<file path="src/rtl/atm_pkg.sv">
// Shared encodings for the ATM session controller: FSM states, operation
// codes, result codes and an op-validity helper.
package atm_pkg;

    typedef logic [1:0] state_t;

    localparam state_t ST_IDLE   = 2'd0;
    localparam state_t ST_LOOKUP = 2'd1;
    localparam state_t ST_EXEC   = 2'd2;
    localparam state_t ST_MENU   = 2'd3;

    localparam logic [2:0] OP_LOGIN    = 3'd0;
    localparam logic [2:0] OP_LOGOUT   = 3'd1;
    localparam logic [2:0] OP_BALANCE  = 3'd3;
    localparam logic [2:0] OP_WITHDRAW = 3'd4;
    localparam logic [2:0] OP_TRANSFER = 3'd6;
    localparam logic [2:0] OP_DEPOSIT  = 3'd7;

    localparam logic [2:0] ERR_NONE      = 3'd0;
    localparam logic [2:0] ERR_AUTH      = 3'd1;
    localparam logic [2:0] ERR_FUNDS     = 3'd2;
    localparam logic [2:0] ERR_NODEST    = 3'd3;
    localparam logic [2:0] ERR_OVERFLOW  = 3'd4;
    localparam logic [2:0] ERR_LOCKED    = 3'd5;
    localparam logic [2:0] ERR_NOSESSION = 3'd6;
    localparam logic [2:0] ERR_BADOP     = 3'd7;

    function automatic logic op_defined(input logic [2:0] op);
        return (op == OP_LOGIN)    || (op == OP_LOGOUT)   || (op == OP_BALANCE) ||
               (op == OP_WITHDRAW) || (op == OP_TRANSFER) || (op == OP_DEPOSIT);
    endfunction

endpackage

</file>
<file path="src/rtl/atm_account_lookup.sv">
// Combinational account-number to index match plus PIN compare.
// Account i is numbered ACC_BASE+i and has PIN i mod 2^PIN_W.
module atm_account_lookup #(
    parameter int NUM_ACCOUNTS = 10,
    parameter int ACC_W        = 12,
    parameter int PIN_W        = 4,
    parameter int ACC_BASE     = 2100,
    parameter int IDX_W        = 4
) (
    input  logic [ACC_W-1:0] acc_num_i,
    input  logic [PIN_W-1:0] pin_i,
    output logic             hit_o,
    output logic [IDX_W-1:0] idx_o,
    output logic             pin_ok_o
);

    always_comb begin
        hit_o    = 1'b0;
        idx_o    = '0;
        pin_ok_o = 1'b0;
        for (int i = 0; i < NUM_ACCOUNTS; i++) begin
            if (acc_num_i == ACC_W'(ACC_BASE + i)) begin
                hit_o    = 1'b1;
                idx_o    = IDX_W'(i);
                pin_ok_o = (pin_i == PIN_W'(i));
            end
        end
    end

endmodule

</file>
<file path="src/rtl/atm_session_ctrl.sv">
// ATM session controller: balance store, login session, one request per
// handshake. Optional PIN lockout is compiled in with ATM_LOCKOUT_EN.
module atm_session_ctrl
    import atm_pkg::*;
#(
    parameter int NUM_ACCOUNTS = 10,
    parameter int ACC_W        = 12,
    parameter int PIN_W        = 4,
    parameter int BAL_W        = 16,
    parameter int AMT_W        = 11,
    parameter int ACC_BASE     = 2100,
    parameter int INIT_BALANCE = 500,
    parameter int MAX_TRIES    = 3
) (
    input  logic             clk,
    input  logic             rst_n,
    input  logic             exit,
    input  logic             req_valid,
    output logic             req_ready,
    input  logic [2:0]       req_op,
    input  logic [ACC_W-1:0] acc_num,
    input  logic [PIN_W-1:0] pin,
    input  logic [ACC_W-1:0] dest_acc,
    input  logic [AMT_W-1:0] amount,
    output logic             rsp_valid,
    output logic [2:0]       rsp_code,
    output logic [BAL_W-1:0] balance,
    output logic             logged_in,
    output logic [1:0]       dbg_state
);

    localparam int IDX_W = (NUM_ACCOUNTS > 1) ? $clog2(NUM_ACCOUNTS) : 1;
    localparam int EXT_W = BAL_W + 1;
    localparam logic [EXT_W-1:0] BAL_LIMIT = {1'b0, {BAL_W{1'b1}}};

    // Handshake: a request transfers on a rising edge where req_valid and
    // req_ready are both high and exit is low; inputs are sampled only then.
    state_t             state_q, state_d;
    logic [2:0]         op_q;
    logic [ACC_W-1:0]   acc_q, dest_q;
    logic [PIN_W-1:0]   pin_q;
    logic [AMT_W-1:0]   amt_q;
    logic               src_hit_q, src_pin_ok_q, dst_hit_q;
    logic [IDX_W-1:0]   src_idx_q, dst_idx_q;
    logic               sess_q;
    logic [IDX_W-1:0]   sess_idx_q;
    logic [BAL_W-1:0]   bal_q [NUM_ACCOUNTS];
    logic               rsp_valid_q;
    logic [2:0]         rsp_code_q;
    logic [BAL_W-1:0]   rsp_bal_q;

    logic               src_hit, src_pin_ok, dst_hit, unused_dst_pin_ok;
    logic [IDX_W-1:0]   src_idx, dst_idx;
    logic               accept, exec_fire, src_locked;

    logic [2:0]         ex_code;
    logic [BAL_W-1:0]   ex_bal, src_new, dst_new, cur_bal, dst_bal;
    logic               ex_sess, wr_src, wr_dst, fail_inc, fail_clr;
    logic [IDX_W-1:0]   ex_idx;
    logic [EXT_W-1:0]   amt_ext, dep_sum, xfer_sum;

    assign req_ready = (state_q == ST_IDLE) || (state_q == ST_MENU);
    assign accept    = req_valid && req_ready && !exit;
    assign exec_fire = (state_q == ST_EXEC) && !exit;

    atm_account_lookup #(
        .NUM_ACCOUNTS(NUM_ACCOUNTS), .ACC_W(ACC_W), .PIN_W(PIN_W),
        .ACC_BASE(ACC_BASE), .IDX_W(IDX_W)
    ) u_src_lookup (
        .acc_num_i(acc_q), .pin_i(pin_q),
        .hit_o(src_hit), .idx_o(src_idx), .pin_ok_o(src_pin_ok)
    );

    atm_account_lookup #(
        .NUM_ACCOUNTS(NUM_ACCOUNTS), .ACC_W(ACC_W), .PIN_W(PIN_W),
        .ACC_BASE(ACC_BASE), .IDX_W(IDX_W)
    ) u_dst_lookup (
        .acc_num_i(dest_q), .pin_i(pin_q),
        .hit_o(dst_hit), .idx_o(dst_idx), .pin_ok_o(unused_dst_pin_ok)
    );

    assign cur_bal  = bal_q[sess_idx_q];
    assign dst_bal  = bal_q[dst_idx_q];
    assign amt_ext  = EXT_W'(amt_q);
    assign dep_sum  = {1'b0, cur_bal} + amt_ext;
    assign xfer_sum = {1'b0, dst_bal} + amt_ext;

    always_comb begin
        ex_code  = ERR_NONE;
        ex_bal   = sess_q ? cur_bal : '0;
        ex_sess  = sess_q;
        ex_idx   = sess_idx_q;
        wr_src   = 1'b0;
        wr_dst   = 1'b0;
        src_new  = cur_bal;
        dst_new  = dst_bal;
        fail_inc = 1'b0;
        fail_clr = 1'b0;
        if (!op_defined(op_q)) begin
            ex_code = ERR_BADOP;
        end else if (!sess_q) begin
            if (op_q != OP_LOGIN) begin
                ex_code = ERR_NOSESSION;
            end else if (!src_hit_q) begin
                ex_code = ERR_AUTH;
            end else if (src_locked) begin
                ex_code = ERR_LOCKED;
            end else if (!src_pin_ok_q) begin
                ex_code  = ERR_AUTH;
                fail_inc = 1'b1;
            end else begin
                ex_sess  = 1'b1;
                ex_idx   = src_idx_q;
                ex_bal   = bal_q[src_idx_q];
                fail_clr = 1'b1;
            end
        end else begin
            case (op_q)
                OP_LOGOUT:  ex_sess = 1'b0;
                OP_BALANCE: ex_code = ERR_NONE;
                OP_WITHDRAW: begin
                    if (amt_ext > {1'b0, cur_bal}) begin
                        ex_code = ERR_FUNDS;
                    end else begin
                        wr_src  = 1'b1;
                        src_new = BAL_W'({1'b0, cur_bal} - amt_ext);
                        ex_bal  = src_new;
                    end
                end
                OP_DEPOSIT: begin
                    if (dep_sum > BAL_LIMIT) begin
                        ex_code = ERR_OVERFLOW;
                    end else begin
                        wr_src  = 1'b1;
                        src_new = dep_sum[BAL_W-1:0];
                        ex_bal  = src_new;
                    end
                end
                OP_TRANSFER: begin
                    if (!dst_hit_q || (dst_idx_q == sess_idx_q)) begin
                        ex_code = ERR_NODEST;
                    end else if (amt_ext > {1'b0, cur_bal}) begin
                        ex_code = ERR_FUNDS;
                    end else if (xfer_sum > BAL_LIMIT) begin
                        ex_code = ERR_OVERFLOW;
                    end else begin
                        wr_src  = 1'b1;
                        wr_dst  = 1'b1;
                        src_new = BAL_W'({1'b0, cur_bal} - amt_ext);
                        dst_new = xfer_sum[BAL_W-1:0];
                        ex_bal  = src_new;
                    end
                end
                default: ex_code = ERR_BADOP;
            endcase
        end
    end

`ifdef ATM_LOCKOUT_EN
    localparam int FAIL_W = $clog2(MAX_TRIES + 1);
    logic [FAIL_W-1:0] fail_q [NUM_ACCOUNTS];

    assign src_locked = (fail_q[src_idx_q] >= FAIL_W'(MAX_TRIES));

    // Increments happen only while unlocked, so the counter saturates at MAX_TRIES.
    always_ff @(posedge clk or negedge rst_n) begin
        if (!rst_n) begin
            for (int i = 0; i < NUM_ACCOUNTS; i++) fail_q[i] <= '0;
        end else if (exec_fire && fail_inc) begin
            fail_q[src_idx_q] <= fail_q[src_idx_q] + 1'b1;
        end else if (exec_fire && fail_clr) begin
            fail_q[src_idx_q] <= '0;
        end
    end
`else
    logic unused_lockout;
    assign src_locked     = 1'b0;
    assign unused_lockout = fail_inc | fail_clr | (MAX_TRIES != 0);
`endif

    always_comb begin
        state_d = state_q;
        if (exit) begin
            state_d = ST_IDLE;
        end else begin
            case (state_q)
                ST_IDLE, ST_MENU: if (req_valid) state_d = ST_LOOKUP;
                ST_LOOKUP:        state_d = ST_EXEC;
                ST_EXEC:          state_d = ex_sess ? ST_MENU : ST_IDLE;
                default:          state_d = ST_IDLE;
            endcase
        end
    end

    always_ff @(posedge clk or negedge rst_n) begin
        if (!rst_n) begin
            state_q      <= ST_IDLE;
            op_q         <= '0;
            acc_q        <= '0;
            dest_q       <= '0;
            pin_q        <= '0;
            amt_q        <= '0;
            src_hit_q    <= 1'b0;
            src_pin_ok_q <= 1'b0;
            src_idx_q    <= '0;
            dst_hit_q    <= 1'b0;
            dst_idx_q    <= '0;
            sess_q       <= 1'b0;
            sess_idx_q   <= '0;
            rsp_valid_q  <= 1'b0;
            rsp_code_q   <= ERR_NONE;
            rsp_bal_q    <= '0;
            for (int i = 0; i < NUM_ACCOUNTS; i++) bal_q[i] <= BAL_W'(INIT_BALANCE);
        end else begin
            state_q     <= state_d;
            rsp_valid_q <= exec_fire;
            if (accept) begin
                op_q   <= req_op;
                acc_q  <= acc_num;
                dest_q <= dest_acc;
                pin_q  <= pin;
                amt_q  <= amount;
            end
            if (state_q == ST_LOOKUP) begin
                src_hit_q    <= src_hit;
                src_pin_ok_q <= src_pin_ok;
                src_idx_q    <= src_idx;
                dst_hit_q    <= dst_hit;
                dst_idx_q    <= dst_idx;
            end
            // exit wins over a completing request: no response, no store write.
            if (exit) begin
                sess_q <= 1'b0;
            end else if (exec_fire) begin
                sess_q     <= ex_sess;
                sess_idx_q <= ex_idx;
                rsp_code_q <= ex_code;
                rsp_bal_q  <= ex_bal;
                if (wr_src) bal_q[sess_idx_q] <= src_new;
                if (wr_dst) bal_q[dst_idx_q]  <= dst_new;
            end
        end
    end

    assign rsp_valid = rsp_valid_q;
    assign rsp_code  = rsp_code_q;
    assign balance   = rsp_bal_q;
    assign logged_in = sess_q;
    assign dbg_state = state_q;

endmodule

</file>
<file path="config.mk">
export PLATFORM = sky130hd
export DESIGN_NAME = atm_session_ctrl
export DESIGN_NICKNAME = d
export VERILOG_FILES = /design/src/rtl/atm_pkg.sv /design/src/rtl/atm_account_lookup.sv /design/src/rtl/atm_session_ctrl.sv
export SDC_FILE = /design/constraint.sdc
export NUM_CORES = 1
export LEC_CHECK = 0
export CORE_ASPECT_RATIO = 1.75
export CORE_MARGIN = 10
export CORE_UTILIZATION = 55
export DETAILED_ROUTE_END_ITERATION = 10
export GPL_TIMING_DRIVEN = 0
export PLACE_DENSITY = 0.79
export SLEW_MARGIN = 5
export SYNTH_ARGS = -nofsm -noshare
export SYNTH_HDL_FRONTEND = slang
export SYNTH_SLANG_ARGS = --single-unit
</file>
<file path="constraint.sdc">
create_clock -name clk -period 6.1 [get_ports clk]
set_input_delay 0.61 -clock clk [delete_from_list [all_inputs] [get_ports clk]]
set_output_delay 0.61 -clock clk [all_outputs]
set_load 0.01 [all_outputs]
</file>
==> run metrics <==
CP Launch Type=register; Final setup viols=4; Initial DRT Pass Iterations=7; synth top area cells=dfrtp_1 26%, mux4_2 11%, dfstp_2 9.0%, mux2_2 5.1%, a221oi_1 4.6%; max_cap viols=1; Pwr Density=between 200 and 300 mW/mm2; endpoint class of the critical path=register; Slew HR=under 10%; final worst setup slack=-0.0246 ns; gp weighted congestion=between 1 and 1.5; Pwr Total=0.00531 W; Post-DRT Antenna Nets=0; Via density=7.90; fmax=163 MHz; Post-Synth XOR/XNOR Area=under 10%; Yosys top cell by area=dfrtp_1; Clock Latency Late Sink=0.60 ns; CTS buffer count=25; die area=between 0.03 and 0.04 mm2; syn_nets=1840; register-to-register setup slack=-0.02 ns; Post-synth EDFFs=0; failing checks=capacitance limit, setup timing; top-area cell type share of the netlist area=25.6%; initial antenna violation count=2; Req. time, crit path=6.54 ns; final hold slack=about 0.0018 ns; cells after synthesis=1756; vias in the first global route=18.2k; post-route cell area=roughly 0.020 mm2; DRC=0; die width=155 um; DRT iter0 DRCs=roughly 2.5k; first-pass GRT wire length=between 100000 and 150000 um; Post-Synth Adder-Cell Area=under 10%; Simple-Gate Fraction of Synth Area=about 15%; final wirelength=85000 um; Slew Limit Fails=0; Placement Rows=86; # IOs=70; Max IR drop VDD=353 uV; Die H=roughly 260 um; commonest cells after routing, fill and taps aside=180 x dfrtp_1, 141 x nor3_1, 95 x nor2_1, 93 x a221oi_1, 87 x mux4_2; cell area after synthesis=about 0.018 mm2; placed cell area=0.0188 mm2; Clock transition at path regs=0.07 ns; vias post-DR=between 15k and 20k; Clock Tree Buf Depth=3; Hold Fails Final Rpt=0; CP arrival=6.56 ns; Tmin final=~6 ns; P&R area growth vs syn=16.5%; Leakage Power=between 7 and 8 nW; Mapped Avg Cell Area=~10 um2; Worst Hold Class=input port to async pin; Tot GR Track Use=a little over two fifths; gr ovfl total=0; hold buffers post-CTS=0; # fillers=~2.6k; FF+latch count, synth=240; Root Driver=clkbuf_16; Synth warnings=0; Period Utilization, post-route=100%; main combinational cell family by area after synthesis=compound AO/OA/AOI/OAI gates; DP HPWL=~63000 um; starting density of the core=a little under three fifths; wire per inst=36.9 um; post-synthesis compound-gate area fraction=between 20% and 30%; register area share after synthesis=approximately 35%; commonest non-fill, non-tap cell in the layout=dfrtp_1; htree depth=1; share of cells above drive strength 1=25.8%; number of library cell types mapped by synthesis=between 100 and 150; I/O Buffers=69; largest net degree at the start of global routing=between 80 and 90; post-synthesis mux area share=a little under a fifth; status=finished, violations left; critical path type=register to register; clock sink count=between 200 and 250; Layout Nets=a little under 2k; Worst-Margin Slew=between 1 and 1.5 ns; CTS tree=built; Synth Flop Type=dfrtp_1; share of flip-flops with an asynchronous set or reset=100%; Core Region=0.0315 mm2; critical path fanouts, max=10; skew final=about 0.023 ns
[report_power, final]
group | switching, W | internal [W] | total [W]
clock network | 0.000739 | 0.000966 | 0.00171
registers | 0.000186 | 0.00178 | 0.00196
logic | 0.00102 | 0.000626 | 0.00165
total | 0.00194 | 0.00337 | 0.00531
[cell type report]
class                   instances  area (um2)  share of cell area (%)
multi-input cells            1334       11100                    54.0
flip-flops and latches        240        6080                    29.7
repair buffers                108        1100                    5.39
clock buffers                  35         733                    3.58
plain buffers                 127         661                    3.23
well taps                     396         495                    2.42
inverters                      50         188                   0.917
clock inverters                 8         136                   0.667
diodes                          2        5.00                  0.0245
[critical path: stages, from the launching register on]
cell	delay, ns
dfrtp_1	0.44
inv_2	0.26
clkdlybuf4s15_1	1.00
mux2i_1	0.28
o21ai_0	0.62
ha_1	0.41
o21ai_0	0.33
o211ai_1	0.16
a211o_2	0.45
nand2_1	0.20
o22ai_4	0.18
nor2_4	0.30
buf_2	0.39
clkbuf_4	0.35
nand3_1	0.31
nor2_1	0.21
a211oi_1	0.06
[synthesized netlist by cell type (7+ instances only)]
master	count
a21oi_1	84
and2_1	17
nand2b_1	17
buf_2	38
buf_1	12
o31ai_1	15
xor2_1	10
nand3_1	35
a32oi_1	7
nand4_1	24
nor2_1	107
a211oi_1	46
xnor2_1	16
mux2i_1	41
nor4_1	10
ha_1	35
nand2_1	85
o21ai_0	92
dfrtp_1	180
mux2_2	80
dfstp_2	60
nor3_1	143
o22ai_1	18
o211ai_1	9
nor2b_1	10
a31oi_1	15
a22oi_1	35
mux4_2	87
inv_1	48
or3_1	9
clkbuf_1	75
a21o_1	7
and3_1	16
o21bai_1	10
a221oi_1	93
[cell families after synthesis]
kind of cell,after synthesis
simple gates,517
mux,211
fa+ha+maj,38
flops,240
buf+inv,182
compound gates,541
xor+xnor,27
[metrics by stage]
stage	instances	utilization (%)	TNS (ns)	setup slack (ns)
3_3_place_gp	2221	59.5	-1462.32	-6.08
6_report	2300	64.9	-0.0632	-0.0246
3_5_place_dp	2223	59.7	-217.61	-1.63
4_1_cts	2277	63.6	0	0.00940
5_1_grt	2299	64.9	-0.0340	-0.0340
2_1_floorplan	1756	-	0	0.777
[flip-flops by register name (all words and copies together), names as in the netlist]
signal and cells:
acc_q 12, src_hit_q 1, rsp_code 3, balance 16, bal_q 160, rsp_valid 1
sess_idx_q 4, src_pin_ok_q 1, amt_q 11, dest_q 12, dst_hit_q 1, logged_in 1
dbg_state 2, op_q 3, src_idx_q 4, pin_q 4, dst_idx_q 4
[routing by layer]
layer	wire length, um	share of wire (%)	vias to the layer above	track usage, %
met2	39200	46	1563	66.1
met3	9520	11	574	10.5
met4	9970	12	0	38.7
met5	0	0	-	0
met1	26300	31	8854	44.1
li1	-	-	7180	-
[final timing paths]
| check | startpoint | end | cells after the start |
|---|---|---|---|
| worst max-delay path | dst_idx_q[2]$_DFFE_PN0N_ | bal_q[26]$_DFFE_PN0P_ | 16 |
| worst min-delay path | rst_n | amt_q[5]$_DFFE_PN0P_ | 1 |
| worst max register to register | dst_idx_q[2]$_DFFE_PN0N_ | bal_q[26]$_DFFE_PN0P_ | 16 |
| worst min register to register | rsp_code[1]$_DFFE_PN0P_ | rsp_code[1]$_DFFE_PN0P_ | 2 |
| max in group asynchronous | rst_n | dest_q[7]$_DFFE_PN0P_ | 3 |
| min in group clk | rsp_code[1]$_DFFE_PN0P_ | rsp_code[1]$_DFFE_PN0P_ | 2 |
[what timing repair did]
action / CTS / global route
endpoints found under the setup margin: 177 / 171
pin swaps: 7 / 11
resized for setup: 82 / 70
endpoints found under the hold margin: 0 / 0
setup buffers: 15 / 22
No activity file was read; power rests on OpenSTA's default activity.
